[config.mk]
export PLATFORM = sky130hd
export DESIGN_NAME = seq_signed_divider
export DESIGN_NICKNAME = d
export VERILOG_FILES = /design/src/rtl/seq_signed_divider_pkg.sv /design/src/rtl/seq_signed_divider_nr_div_step.sv /design/src/rtl/seq_signed_divider.sv
export SDC_FILE = /design/constraint.sdc
export NUM_CORES = 1
export LEC_CHECK = 0
export BUFFER_PORTS_ARGS = -buffer_cell sky130_fd_sc_hd__buf_4
export CAP_MARGIN = 0
export CORE_UTILIZATION = 40
export CTS_CLUSTER_DIAMETER = 120
export DETAILED_ROUTE_END_ITERATION = 8
export SLEW_MARGIN = 0
export SYNTH_ARGS = -nofsm -noshare
export SYNTH_HDL_FRONTEND = slang
export SYNTH_SLANG_ARGS = --single-unit
[constraint.sdc]
create_clock -name clk -period 12.9 [get_ports clk]
set_input_delay 1.29 -clock clk [delete_from_list [all_inputs] [get_ports clk]]
set_output_delay 1.29 -clock clk [all_outputs]
set_load 0.03 [all_outputs]
[src/rtl/seq_signed_divider_pkg.sv]
// seq_signed_divider_pkg: shared state encoding and constants for the sequential divider
package seq_signed_divider_pkg;
  typedef enum logic [2:0] {IDLE, LOAD, ITER, CORRECT, SIGN, DONE} div_state_t;
  localparam int div_width = 8;
  localparam logic [div_width-1:0] neg_max = {1'b1, {(div_width-1){1'b0}}};
endpackage

[src/rtl/seq_signed_divider_nr_div_step.sv]
// nr_div_step: one (WIDTH+1)-bit add/subtract row of full-adder cells for non-restoring division
module nr_div_step #(
  parameter int WIDTH = 8
) (
  input  logic [WIDTH:0]   p,
  input  logic [WIDTH-1:0] d,
  input  logic             sub,
  output logic [WIDTH:0]   p_new,
  output logic             q_bit
);
  logic [WIDTH:0] b;
  logic [WIDTH:0] c;
  assign b = {1'b0, d} ^ {(WIDTH+1){sub}};
  assign c[0] = sub;
  for (genvar i = 0; i <= WIDTH; i++) begin : g_sum
    assign p_new[i] = p[i] ^ b[i] ^ c[i];
  end
  for (genvar i = 0; i < WIDTH; i++) begin : g_carry
    assign c[i+1] = (p[i] & b[i]) | (c[i] & (p[i] ^ b[i]));
  end
  assign q_bit = ~p_new[WIDTH];
endmodule

[src/rtl/seq_signed_divider.sv]
// seq_signed_divider: one-bit-per-cycle non-restoring signed divider with valid/ready handshakes
module seq_signed_divider
  import seq_signed_divider_pkg::*;
#(
  parameter int WIDTH = div_width
) (
  input  logic             clk,
  input  logic             rst,
  input  logic             in_valid,
  output logic             in_ready,
  input  logic [WIDTH-1:0] dividend,
  input  logic [WIDTH-1:0] divisor,
  output logic             out_valid,
  input  logic             out_ready,
  output logic [WIDTH-1:0] quotient,
  output logic [WIDTH-1:0] remainder,
  output logic             div_by_zero,
  output logic             overflow
);
  localparam int cw = $clog2(WIDTH);
  localparam logic [WIDTH-1:0] neg_max_w = {1'b1, {(WIDTH-1){1'b0}}};
  div_state_t state;
  logic [cw-1:0] count;
  logic [WIDTH:0] p, p_sh, step_p, p_new;
  logic [WIDTH-1:0] q, d, a, b;
  logic q_bit, step_sub;
  assign p_sh = {p[WIDTH-1:0], q[WIDTH-1]};
  // the correction add reuses the row with sub forced low
  always_comb begin
    step_p = (state == ITER) ? p_sh : p;
    step_sub = (state == ITER) && !p_sh[WIDTH];
  end
  nr_div_step #(.WIDTH(WIDTH)) u_step (
    .p(step_p),
    .d(d),
    .sub(step_sub),
    .p_new(p_new),
    .q_bit(q_bit)
  );
  always_ff @(posedge clk) begin
    if (rst) begin
      state <= IDLE;
      in_ready <= 1'b0;
      out_valid <= 1'b0;
      quotient <= '0;
      remainder <= '0;
      div_by_zero <= 1'b0;
      overflow <= 1'b0;
      count <= '0;
      p <= '0;
      q <= '0;
      d <= '0;
      a <= '0;
      b <= '0;
    end else begin
      case (state)
        IDLE: begin
          if (in_valid && in_ready) begin
            a <= dividend;
            b <= divisor;
            in_ready <= 1'b0;
            div_by_zero <= 1'b0;
            overflow <= 1'b0;
            state <= LOAD;
          end else in_ready <= 1'b1;
        end
        LOAD: begin
          q <= a[WIDTH-1] ? -a : a;
          d <= b[WIDTH-1] ? -b : b;
          p <= '0;
          count <= cw'(WIDTH-1);
          div_by_zero <= (b == '0);
          state <= (b == '0) ? SIGN : ITER;
        end
        ITER: begin
          p <= p_new;
          q <= {q[WIDTH-2:0], q_bit};
          count <= count - 1'b1;
          if (count == '0) state <= CORRECT;
        end
        CORRECT: begin
          if (p[WIDTH]) p <= p_new;
          state <= SIGN;
        end
        SIGN: begin
          quotient <= div_by_zero ? '1 : (a[WIDTH-1] ^ b[WIDTH-1]) ? -q : q;
          remainder <= div_by_zero ? a : a[WIDTH-1] ? -p[WIDTH-1:0] : p[WIDTH-1:0];
          overflow <= (a == neg_max_w) && (b == '1);
          out_valid <= 1'b1;
          state <= DONE;
        end
        DONE: begin
          if (out_ready) begin
            out_valid <= 1'b0;
            in_ready <= 1'b1;
            state <= IDLE;
          end
        end
        default: state <= IDLE;
      endcase
    end
  end
endmodule

==> impl_metrics.tcl <==
set metrics [dict create \
    synthDistinctLibCells 53 \
    chipHeight_um 98.1 \
    setup_tns_ns 0 \
    synth_edf_count 0 \
    chipWidth_um 98.1 \
    syn_nets 466 \
    leakage_nw 1.60 \
    via_per_inst 5.59 \
    yosysSeqAreaShare 0.363 \
    die-area_um2 9620 \
    synth_area_um2 3690 \
    dpl_cell_area_um2 3990 \
    dr.pass1.iters 7 \
    synthArstFlopShare 0 \
    diodes 0 \
    cts-root-buf "clkbuf_8" \
    routed_wl_um 9060 \
    final_area_um2 4180 \
    cts_tree "yes" \
    grt_max_degree 66 \
    ir_drop_mv 0.0779 \
    routabilityCongestion 0.810 \
    yosysMostFrequentCell "dfxtp_1" \
    fmax_mhz 210 \
    h-tree-depth 3 \
    clkSinkCount 67 \
    p_per_area_nw_per_um2 184 \
    antenna_found_initial 0 \
    finalHoldViolations 0 \
    violations "design-rule violations" \
    core.rowCount 34 \
    layout.nets 484 \
    wl_per_cell_um 16.1 \
    dp_hpwl_um 6240 \
    yosys-top-cells-count "dfxtp_1 (67), nor2_1 (55), a21oi_1 (30)" \
    end_kind "flop" \
    slew_violations 0 \
    grt_pass1_wl_um 15100 \
    min_period_over_period 0.369 \
    period_minus_slack_ns 4.76 \
    outcome "finished, violations left" \
    n_fill_cell 900 \
    drt_iter0_drc 123 \
    netlist.area_leader.share 0.363 \
    critPathKind "reg -> reg" \
    post_cts_buffers 0 \
    design.portCount 40 \
    synth.avg_cell_area_um2 8.55 \
    grt_remaining_overflow 0 \
    maxCapViolCount 0 \
    coreArea_um2 8850 \
    rr_startpoint "state[1]" \
    ys_top_cells_by_area "dfxtp_1 (36%), mux2i_1 (6.0%), nor2_1 (5.6%)" \
    r2r_cells 14 \
    cp-start-kind "flop" \
    insertion_delay_ns 0.34 \
    num_vias 3145 \
    yosysTopAreaCell "dfxtp_1" \
    synth_flop_cell "dfxtp_1" \
    r2r-end "p[7]" \
    r2r_slack_ns 8.14 \
    crit_arrival_ns 5.04 \
    grt_usage 0.198 \
    clk_pin_slew_worst_paths_ns 0.07 \
    finalSetupViolCount 0 \
    cts.path.max_buffers 2 \
    hold_depth 2 \
    maxSlewHeadroom 0.157 \
    start_util 0.417 \
    drive_above_1_share 0.134 \
    hold_path_class "reg -> reg" \
    cts_resized 0 \
    crit_required_ns 13.18 \
    postCtsHoldBufs 0 \
    finalClockSkew_ns 0.00809 \
    rsz0062_at_grt "false" \
    areaGrowthSynthToFinish_pct 13.3 \
    critPathMaxFanout 18 \
    synthesis.yosys.warnings 0 \
    grt_pass1_vias 3001 \
    holdPathEnd "remainder[6]" \
    ant_nets 0 \
    ys_ff_latch 67 \
    cts_buffers 9 \
    hp-start "remainder[6]" \
    io_buffers 39 \
    drc 6 \
    syn-instance-count 432 \
    worstMarginPinSlew_ns 1.26 \
]
==> cell usage in the layout (no fill, tap or decap), drive strengths merged, types with 12 or more instances in the layout <==
| cell type | count |
|---|---|
| mux2i | 22 |
| a21oi | 30 |
| dfxtp | 67 |
| xnor2 | 16 |
| buf | 41 |
| nand2 | 27 |
| inv | 17 |
| nor3 | 12 |
| nor2 | 56 |
==> worst max-delay path by stage <==
stage | start | endpoint | slack, ns | depth (start not counted)
finish | state[1] | p[7] | 8.14 | 14
global route | state[1] | p[7] | 7.82 | 14
CTS | state[1] | p[7] | 8.14 | 14
detailed placement | state[1] | p[7] | 8.15 | 14
global placement | state[1] | p[7] | 8.25 | 14
floorplan | state[1] | p[7] | 8.69 | 16
==> registers in the layout, indices dropped and copies added (netlist names), 3 cells and up <==
name       flops
quotient       8
remainder      8
state          3
b              8
a              8
count          3
p              9
d              8
q              8
==> cells by family after synthesis <==
family | share of synthesized area
compound gates | 0.187
xor+xnor | 0.0569
fa+ha+maj | 0.0617
buf+inv | 0.0596
flops | 0.363
mux | 0.0627
simple gates | 0.209
==> metal layers <==
| metal | up-vias | track usage | wire length [um] |
|---|---|---|---|
| met3 | 8 | 0.0458 | 388 |
| met4 | 0 | 0.0536 | 85 |
| li1 | 1587 | - | - |
| met2 | 69 | 0.314 | 4080 |
| met5 | - | 0 | 0 |
| met1 | 1481 | 0.269 | 4510 |
==> where the power goes <==
part	total [mW]	switching, mW	internal, mW
registers	0.304	0.0579	0.247
logic	0.291	0.171	0.120
clock network	0.174	0.0802	0.0936
total	0.769	0.309	0.461
==> critical path, cell delays in order (launching register included) <==
cell     delay, ns
dfxtp_1       0.66
or3b_1        0.61
nor2_4        0.32
xor2_1        0.14
fa_1          0.42
fa_1          0.39
fa_1          0.39
fa_1          0.39
fa_1          0.37
inv_1         0.08
fa_1          0.18
fa_1          0.41
nor3_1        0.19
a21oi_1       0.06
nor2_1        0.09
==> layout make-up <==
class	count	area [um^2]	share of cell area
Clock inverter	5	52.6	0.0126
Clock buffer	11	141	0.0338
Sequential cell	67	1340	0.321
Multi-Input combinational cell	314	2140	0.512
Timing Repair Buffer	41	308	0.0736
Inverter	17	63.8	0.0153
Tap cell	108	135	0.0323
==> per-stage QoR <==
step / hold WS, ns / total power [mW] / setup slack [ns] / utilization / instances
2_1_floorplan: 0.443 / 0.522 / 8.69 / - / 432
3_3_place_gp: 0.446 / 0.594 / 8.25 / 0.451 / 547
3_5_place_dp: 0.449 / 0.600 / 8.15 / 0.451 / 547
4_1_cts: 0.458 / 0.777 / 8.14 / 0.473 / 563
5_1_grt: 0.494 / 0.825 / 7.82 / 0.473 / 563
6_report: 0.453 / 0.769 / 8.14 / 0.473 / 563
Power figures use the tool's default switching activity.
